<file path="src/rtl/pipe_run_ctrl.sv">
// Run/step/halt sequencer for a 5-stage pipeline: paces pipe_en, drains after the halt word,
// and keeps saturating advance/flush/stall counters plus a frozen retired-instruction count.
module pipe_run_ctrl #(
  parameter int unsigned TICK_DIV   = 50_000_000,
  parameter logic [31:0] HALT_WORD  = 32'hFFFF_FFFF,
  parameter int unsigned PIPE_DEPTH = 5,
  parameter int unsigned CNT_W      = 32
) (
  input  logic             clk,
  input  logic             reset,
  input  logic             mode_run,
  input  logic             step_req,
  input  logic [31:0]      fetch_inst,
  input  logic             flush,
  input  logic             stall,
  output logic             pipe_en,
  output logic             halted,
  output logic [2:0]       state,
  output logic [CNT_W-1:0] cycle_cnt,
  output logic [CNT_W-1:0] flush_cnt,
  output logic [CNT_W-1:0] stall_cnt,
  output logic [CNT_W-1:0] retired_cnt
);

  localparam int unsigned TW = (TICK_DIV > 1) ? $clog2(TICK_DIV) : 1;
  localparam int unsigned DW = $clog2(PIPE_DEPTH) + 1;
  localparam logic [TW-1:0]    TICK_LAST = TW'(TICK_DIV - 1);
  localparam logic [DW-1:0]    DRAIN_LEN = DW'(PIPE_DEPTH - 1);
  localparam logic [CNT_W-1:0] CNT_MAX   = {CNT_W{1'b1}};
  localparam logic [CNT_W+1:0] DRAIN_SUB = (CNT_W + 2)'(PIPE_DEPTH - 1);

  typedef enum logic [2:0] {
    S_IDLE  = 3'd0,
    S_RUN   = 3'd1,
    S_STEP  = 3'd2,
    S_DRAIN = 3'd3,
    S_DONE  = 3'd4
  } state_t;

  state_t           state_r;
  logic [TW-1:0]    tick_r;
  logic [DW-1:0]    drain_r;
  logic             step_q_r;
  logic             step_edge_s;
  logic             tick_last_s;
  logic             halt_hit_s;
  logic [CNT_W-1:0] cycle_nxt_s;
  logic [CNT_W-1:0] flush_nxt_s;
  logic [CNT_W-1:0] stall_nxt_s;
  logic [CNT_W+1:0] retire_calc_s;
  logic [CNT_W-1:0] retire_s;

  function automatic logic [CNT_W-1:0] sat_inc(input logic [CNT_W-1:0] v, input logic en);
    if (en && (v != CNT_MAX)) begin
      return v + CNT_W'(1);
    end else begin
      return v;
    end
  endfunction

  assign state       = state_r;
  assign step_edge_s = step_req & ~step_q_r;
  assign tick_last_s = (tick_r == TICK_LAST);
  assign halt_hit_s  = pipe_en & (fetch_inst == HALT_WORD);

  // Advance enable is decoded straight from state so the pipeline sees it with no added latency.
  always_comb begin
    pipe_en = 1'b0;
    case (state_r)
      S_RUN:   pipe_en = mode_run & tick_last_s;
      S_STEP:  pipe_en = 1'b1;
      S_DRAIN: pipe_en = tick_last_s;
      default: pipe_en = 1'b0;
    endcase
  end

  // Next counter values; the retired count is taken from these so the final drain advance is included.
  always_comb begin
    cycle_nxt_s   = sat_inc(cycle_cnt, pipe_en);
    flush_nxt_s   = sat_inc(flush_cnt, pipe_en & flush);
    stall_nxt_s   = sat_inc(stall_cnt, pipe_en & stall);
    retire_calc_s = {2'b00, cycle_nxt_s} - DRAIN_SUB - {2'b00, flush_nxt_s} - {2'b00, stall_nxt_s};
    if (retire_calc_s[CNT_W+1:CNT_W] != 2'b00) begin
      retire_s = {CNT_W{1'b0}};
    end else begin
      retire_s = retire_calc_s[CNT_W-1:0];
    end
  end

  // Sequencer FSM, tick divider, drain counter and all registered outputs.
  always_ff @(posedge clk) begin
    if (reset) begin
      state_r     <= S_IDLE;
      tick_r      <= {TW{1'b0}};
      drain_r     <= {DW{1'b0}};
      step_q_r    <= 1'b0;
      halted      <= 1'b0;
      cycle_cnt   <= {CNT_W{1'b0}};
      flush_cnt   <= {CNT_W{1'b0}};
      stall_cnt   <= {CNT_W{1'b0}};
      retired_cnt <= {CNT_W{1'b0}};
    end else begin
      step_q_r  <= step_req;
      cycle_cnt <= cycle_nxt_s;
      flush_cnt <= flush_nxt_s;
      stall_cnt <= stall_nxt_s;
      case (state_r)
        S_IDLE: begin
          tick_r <= {TW{1'b0}};
          if (mode_run) begin
            state_r <= S_RUN;
          end else if (step_edge_s) begin
            state_r <= S_STEP;
          end
        end
        S_RUN, S_STEP: begin
          if (halt_hit_s) begin
            state_r <= S_DRAIN;
            tick_r  <= {TW{1'b0}};
            drain_r <= DRAIN_LEN;
          end else if ((state_r == S_STEP) || !mode_run) begin
            state_r <= S_IDLE;
            tick_r  <= {TW{1'b0}};
          end else if (tick_last_s) begin
            tick_r <= {TW{1'b0}};
          end else begin
            tick_r <= tick_r + TW'(1);
          end
        end
        S_DRAIN: begin
          if (tick_last_s) begin
            tick_r  <= {TW{1'b0}};
            drain_r <= drain_r - DW'(1);
            if (drain_r == DW'(1)) begin
              state_r     <= S_DONE;
              halted      <= 1'b1;
              retired_cnt <= retire_s;
            end
          end else begin
            tick_r <= tick_r + TW'(1);
          end
        end
        S_DONE: begin
          halted <= 1'b1;
        end
        default: begin
          state_r <= S_IDLE;
        end
      endcase
    end
  end

endmodule

</file>
<file path="config.mk">
export PLATFORM = sky130hd
export DESIGN_NAME = pipe_run_ctrl
export DESIGN_NICKNAME = d
export VERILOG_FILES = /design/src/rtl/pipe_run_ctrl.sv
export SDC_FILE = /design/constraint.sdc
export NUM_CORES = 1
export LEC_CHECK = 0
export CORE_MARGIN = 8
export CORE_UTILIZATION = 45
export DETAILED_ROUTE_END_ITERATION = 10
export MAX_ROUTING_LAYER = met4
export PLACE_DENSITY_LB_ADDON = 0.08
export SLEW_MARGIN = 5
export SYNTH_ARGS = -nofsm -noshare
export SYNTH_HDL_FRONTEND = slang
export SYNTH_SLANG_ARGS = --single-unit
</file>
<file path="constraint.sdc">
create_clock -name clk -period 6.8 [get_ports clk]
set_input_delay 1.36 -clock clk [delete_from_list [all_inputs] [get_ports clk]]
set_output_delay 1.36 -clock clk [all_outputs]
set_load 0.05 [all_outputs]
</file>
==> impl_metrics.ini, run 1 <==
[status]
status = finished, final reports clean

[die]
die-height_um = 172.7
core_area_mm2 = 0.02425
die-width_um = 172.7
num_rows = 57
initial_utilization_pct = 45.56
boundaryPins = 171
die_area_mm2 = 0.02982

[yosys]
synthArstFlopShare_pct = 0
ys_seq_elements = 163
synth.distinct_cells = 81
syn_area_mm2 = 0.01105
synth_cells = 1316
synth_edf_count = 0
yosysSeqAreaShare_pct = 29.54
avgSynthCellArea_um2 = 8.394
synth_top_flop_cell = dfxtp_1
syn_nets = 1426
yosys_warnings = 0

[drt]
drc_errors = 0
first_iter_violations = 644
wl_per_cell_um = 17.45
via_per_inst = 5.334
vias = 10450
detail-route-antenna-nets = 0
wl_um = 34210
dr.pass1.iters = 5

[worst_setup_path]
crit_family = simple AND/OR/NAND/NOR gates
crit_path_max_fanout = 8
cp-start-kind = input port
cp-end-kind = register
worst-path-buf-inv = 7
crit_arrival_ns = 6.88
cpMostUsedCell = buf_4
required_ns = 7.17
critPathKind = input port to register
critPathSlowestCell = or4_4
max_stage_delay_ns = 0.57

[power_and_ir_drop]
irDropWorstVdd_mv = 0.1224
pwr-share-clk_pct = 46.4
p_int_w = 0.001551
p_switching_w = 0.0005395
p_comb_share_pct = 7.4
leakagePower_nw = 5.911
seq_power_share_pct = 46.1
p_per_area_mw_per_mm2 = 140.1
swShare_pct = 25.81

[global_routing]
grt-ovfl-total = 0
grt_pass1_wl_um = 54790
grt_pass1_vias = 10140
grt_max_degree = 85
antenna_found_initial = 0
grtUsageTotal_pct = 22.92

[clock_network]
hold_buffers = 0
clock_latency_ns = 0.44
h-tree-depth = 4
cts.sinks = 163
cts-root-buf = clkbuf_16
cts_tree = yes
clockBufferDepth = 2
clkSlewWorstSetupHoldPaths_ns = 0.06
cts_made_buffers = 17

[timing]
finalWorstSetupSlack_ns = 0.2933
max_freq_ghz = 0.1537
slew_violations = 0
rsz0062_at_grt = false
slew_headroom_pct = 37.45
period_share_pct = 95.69
setup_violations = 0
fin_skew_ns = 0.01381
finalHoldViolCount = 0
hold_slack_ns = 0.4508
finalSetupTns_ns = 0
finalCriticalPeriod_ns = 6.507
worst_pin_slew_ns = 0.9382

[cells_and_area]
final_common_cell = buf_4
area_delta_synth_final_pct = 35.11
n_antenna_cell = 0
drive_gt1_share_pct = 15.59
nNetsFinal = 1733
most-common-layout-cells = buf_4 (171), clkdlybuf4s50_1 (169), dfxtp_1 (163)
final_core_util_pct = 61.55

[place]
io_buffers = 170
place_ws_ns = -0.3141
gp_congestion = 0.9710
dpl.hpwl_um = 26610

[run]
maxCapViolCount = 0

[hold_path]
min_path_type = register to register
==> worst paths after layout <==
check,from,end,slack (ns),cells after the start
max,mode_run,retired_cnt[18],0.29,25
min,halted,halted,0.45,2
max reg2reg,cycle_cnt[1],retired_cnt[18],0.52,27
min reg2reg,halted,halted,0.45,2
==> stage by stage <==
stage	std cells	area (µm²)	power, W
after floorplan	1316	11050	0.001073
after global placement	1923	14170	0.001139
after detailed placement	1923	14170	0.001141
after CTS	1955	14750	0.002109
after global routing	1960	14930	0.002168
final	1960	14930	0.002090
==> cell families (layout without fill, tap and decap cells) <==
kind of cell | Yosys count | in the layout | synth area share [%]
flops | 163 | 163 | 29.54
compound gates | 245 | 245 | 14.62
xor+xnor | 158 | 158 | 12.76
simple gates | 533 | 533 | 26.92
fa+ha+maj | 72 | 72 | 10.33
buf+inv | 139 | 459 | 5.255
mux | 6 | 6 | 0.5663
==> state kept, by name (all words and copies together) (netlist names) <==
signal,cells
cycle_cnt,32
drain_r,4
flush_cnt,32
halted,1
retired_cnt,32
stall_cnt,32
state,3
step_q_r,1
tick_r,26
==> worst min-delay path, delay by kind of cell (launching register included) <==
family          cells  cell delay, ns
compound gates      1            0.05
buf+inv             1            0.05
flops               1            0.31
==> repair_timing <==
action | 4_1_cts | 5_1_grt
endpoints found under the setup margin | 0 | 32
gates resized for setup | 0 | 20
setup buffers | 0 | 2
==> power groups by stage <==
| stage | logic [W] | registers, W | clock network (W) |
|---|---|---|---|
| global route | 0.000168 | 0.000965 | 0.00103 |
| floorplan | 0.0000772 | 0.000996 | 0 |
| detailed placement | 0.000154 | 0.000987 | 0 |
| CTS | 0.000155 | 0.000965 | 0.000990 |
| global placement | 0.000152 | 0.000987 | 0 |
| finish | 0.000155 | 0.000965 | 0.000971 |
==> final cells by class <==
cell class	instances	area [µm²]
multi-input combinational	1014	7295
tap	324	405.4
fill	2200	9323
sequential	163	3263
inverter	82	307.8
timing repair buffer	345	3077
clock buffer	19	452.9
clock inverter	13	125.1
==> routing by layer <==
metal	vias up	share of wire (%)	wire, µm	track usage (%)
met1	4883	47	15940	30.19
met3	42	5.5	1876	4.269
met5	-	0	0	-
met2	300	46	15700	35.73
li1	5229	-	-	-
met4	0	2.0	682	6.001
==> Yosys cell counts, types with 3 or more instances <==
cell type	instances	area share [%]
nand4_1	47	2.7
fa_1	32	5.8
nor2_1	120	4.1
dfxtp_1	163	30
nor4_1	9	0.51
nor3_1	18	0.82
clkbuf_1	41	1.4
a2bb2oi_1	3	0.24
buf_2	8	0.36
a21o_1	24	1.6
nand3b_1	10	0.68
and4_1	14	1.1
buf_4	3	0.20
inv_1	82	2.8
nand2_1	70	2.4
a21oi_1	79	3.6
a31oi_1	14	0.79
o21a_1	7	0.48
o21ai_1	3	0.14
ha_1	40	4.5
nor2b_1	69	3.9
a22o_1	32	2.5
and3_1	48	2.7
a211oi_1	8	0.54
and2_1	14	0.79
nand2b_1	5	0.28
o22ai_1	3	0.17
or3_1	10	0.57
xnor2_1	93	7.4
xor2_1	63	5.0
or4_1	6	0.41
mux2i_1	4	0.36
o2111ai_1	3	0.24
buf_6	5	0.51
nand4b_1	5	0.40
or2_2	6	0.34
o21ai_0	41	1.9
nor3b_1	4	0.27
nand3_1	54	2.4
No activity file was read; power rests on OpenSTA's default activity.
==> run 2: changes to the inputs <==
--- a/config.mk
+++ b/config.mk
@@ -7,6 +7,7 @@
 export LEC_CHECK = 0
 export CORE_MARGIN = 8
 export CORE_UTILIZATION = 45
+export CTS_CLUSTER_SIZE = 10
 export DETAILED_ROUTE_END_ITERATION = 10
 export MAX_ROUTING_LAYER = met4
 export PLACE_DENSITY_LB_ADDON = 0.08
==> results of run 2 <==
The final DEF is identical to that of run 1; final timing and power are the same.
==> run 3: changes to the inputs <==
--- a/config.mk
+++ b/config.mk
@@ -9,8 +9,9 @@
 export CORE_UTILIZATION = 45
 export CTS_CLUSTER_SIZE = 10
 export DETAILED_ROUTE_END_ITERATION = 10
+export HOLD_SLACK_MARGIN = 0.03
 export MAX_ROUTING_LAYER = met4
-export PLACE_DENSITY_LB_ADDON = 0.08
+export PLACE_DENSITY = 0.79
 export SLEW_MARGIN = 5
 export SYNTH_ARGS = -nofsm -noshare
 export SYNTH_HDL_FRONTEND = slang
==> run 3 against run 2 <==
Effect of this change:
- core utilization fell by 0.61 points
- critical path type is now register to register
- via count increased by 3.6%
- combinational power about the same
- sequential cell count stayed put
- critical path depth is 2 higher
- routed wire length increased by 1.5%
- clock skew down 0.00083 ns
- clock power up 0.6%
==> impl_metrics.ini, run 3 (synthesis gave the netlist of run 1 again) <==
[place]
dpl.hpwl_um = 26330
place_ws_ns = -0.3029
gp_congestion = 0.9611
io_buffers = 170

[die]
die_area_mm2 = 0.02982
num_rows = 57
core_area_mm2 = 0.02425
die-width_um = 172.7
initial_utilization_pct = 45.56
die-height_um = 172.7
boundaryPins = 171

[timing]
max_freq_ghz = 0.1550
slew_headroom_pct = 33.70
finalCriticalPeriod_ns = 6.451
worst_pin_slew_ns = 0.9920
finalWorstSetupSlack_ns = 0.3494
period_share_pct = 94.86
fin_skew_ns = 0.01298
slew_violations = 0
setup_violations = 0
finalHoldViolCount = 0

[cells_and_area]
seqCellArea_mm2 = 0.003263
area_delta_synth_final_pct = 33.76
fill_cells = 2026
nNetsFinal = 1706
most-common-layout-cells = clkdlybuf4s50_1 (168), dfxtp_1 (163), buf_4 (144)
final_core_util_pct = 60.94
n_antenna_cell = 0
drive_gt1_share_pct = 14.55
final_common_cell = clkdlybuf4s50_1
multiInputGateArea_mm2 = 0.007353

[drt]
wl_per_cell_um = 17.96
via_per_inst = 5.608
dr.pass1.iters = 5
drc_errors = 0
first_iter_violations = 947
vias = 10840
wl_um = 34710
detail-route-antenna-nets = 0

[worst_setup_path]
reg2reg_setup_slack_ns = 0.35
cp-start-kind = register
crit_path_max_fanout = 8
crit_arrival_ns = 6.83
r2r_cells = 27
timing.rr.end = retired_cnt[11]
timing.rr.start = tick_r[0]
critPathKind = register to register
required_ns = 7.18
cp-end-kind = register

[power_and_ir_drop]
swShare_pct = 25.30
p_int_w = 0.001566
p_comb_share_pct = 7.5
finalPower_w = 0.002096
seq_power_share_pct = 45.9
p_per_area_mw_per_mm2 = 141.9
p_switching_w = 0.0005304
pwr-share-clk_pct = 46.6
irDropWorstVdd_mv = 0.1321
leakagePower_nw = 5.799

[clock_network]
cts-root-buf = clkbuf_16
clock_latency_ns = 0.44
cts_tree = yes
clockBufferDepth = 2
clkSlewWorstSetupHoldPaths_ns = 0.06
hold_buffers = 0
cts.sinks = 163
cts_made_buffers = 17
h-tree-depth = 4

[hold_path]
whs_endpoint = halted
hold_path_startpoint = halted
timing.hold.worst_path_depth = 2
min_path_type = register to register

[global_routing]
grtUsageTotal_pct = 22.93
grt_pass1_wl_um = 55170
grt_pass1_vias = 10550
grt-ovfl-total = 0
grt_max_degree = 75
antenna_found_initial = 0

[run]
maxCapViolCount = 0

[status]
status = finished, final reports clean
[run 3: repair_timing]
action                                  4_1_cts  5_1_grt
endpoints found under the setup margin        0       32
resized for setup                             0       31
buffers inserted                              0        5
[run 3: how the worst max path moves through the flow]
stage | startpoint | end | slack, ns
after floorplan | mode_run | retired_cnt[30] | 0.07
after global placement | mode_run | retired_cnt[4] | -0.28
after detailed placement | mode_run | retired_cnt[11] | -0.30
after CTS | mode_run | retired_cnt[11] | 0.06
after global routing | tick_r[0] | retired_cnt[18] | -0.02
final | tick_r[0] | retired_cnt[11] | 0.35
[run 3: worst max-delay path, stage by stage, from the launching register on]
cell and delay, ns:
dfxtp_1 0.39, ha_1 0.23, nand3_1 0.17, or3_1 0.44
o21a_1 0.25, nor3_4 0.20, nand3_1 0.11, xor2_1 0.22
ha_2 0.24, nor3b_4 0.19, a2bb2oi_2 0.08, and2b_2 0.25
nand4b_1 0.18, buf_4 0.20, buf_4 0.13, nor4_1 0.31
xor2_1 0.15, fa_1 0.50, inv_1 0.04, ha_1 0.32
and4_1 0.22, and2_1 0.20, a21oi_1 0.19, nor3_2 0.08
or4_4 0.43, a21oi_4 0.32, clkbuf_16 0.23, a22o_1 0.12
[run 3: per-layer routing]
metal  track usage, %  part of all wire (%)  vias to the layer above
li1                 -                     -                     5161
met1            28.10                    42                     5154
met2            36.11                    47                      439
met3            5.794                   7.7                       81
met4            8.408                   3.3                        0
met5                -                     0                        -
[run 3: through the flow]
step	hold slack, ns	instance area (µm²)	cells	setup TNS (ns)
after detailed placement	0.4472	13950	1893	-9.304
after CTS	0.4587	14530	1924	0
after global placement	0.4353	13950	1893	-8.932
final	0.4481	14780	1932	0
after global routing	0.4962	14780	1932	-0.2799
after floorplan	0.4527	11050	1316	0
[run 3: area by class of cell]
cell class | count | share of cell area [%]
clock inverter | 13 | 1.016
tap | 324 | 2.743
inverter | 82 | 2.083
timing repair buffer | 318 | 19.41
sequential | 163 | 22.08
multi-input combinational | 1014 | 49.76
clock buffer | 18 | 2.904
[run 3: power groups by stage]
stage	logic, W	clock network [W]	registers [W]
2_1_floorplan	0.0000772	0	0.000996
3_3_place_gp	0.000149	0	0.000985
3_5_place_dp	0.000152	0	0.000985
4_1_cts	0.000153	0.000993	0.000963
5_1_grt	0.000166	0.00103	0.000963
6_report	0.000156	0.000977	0.000963
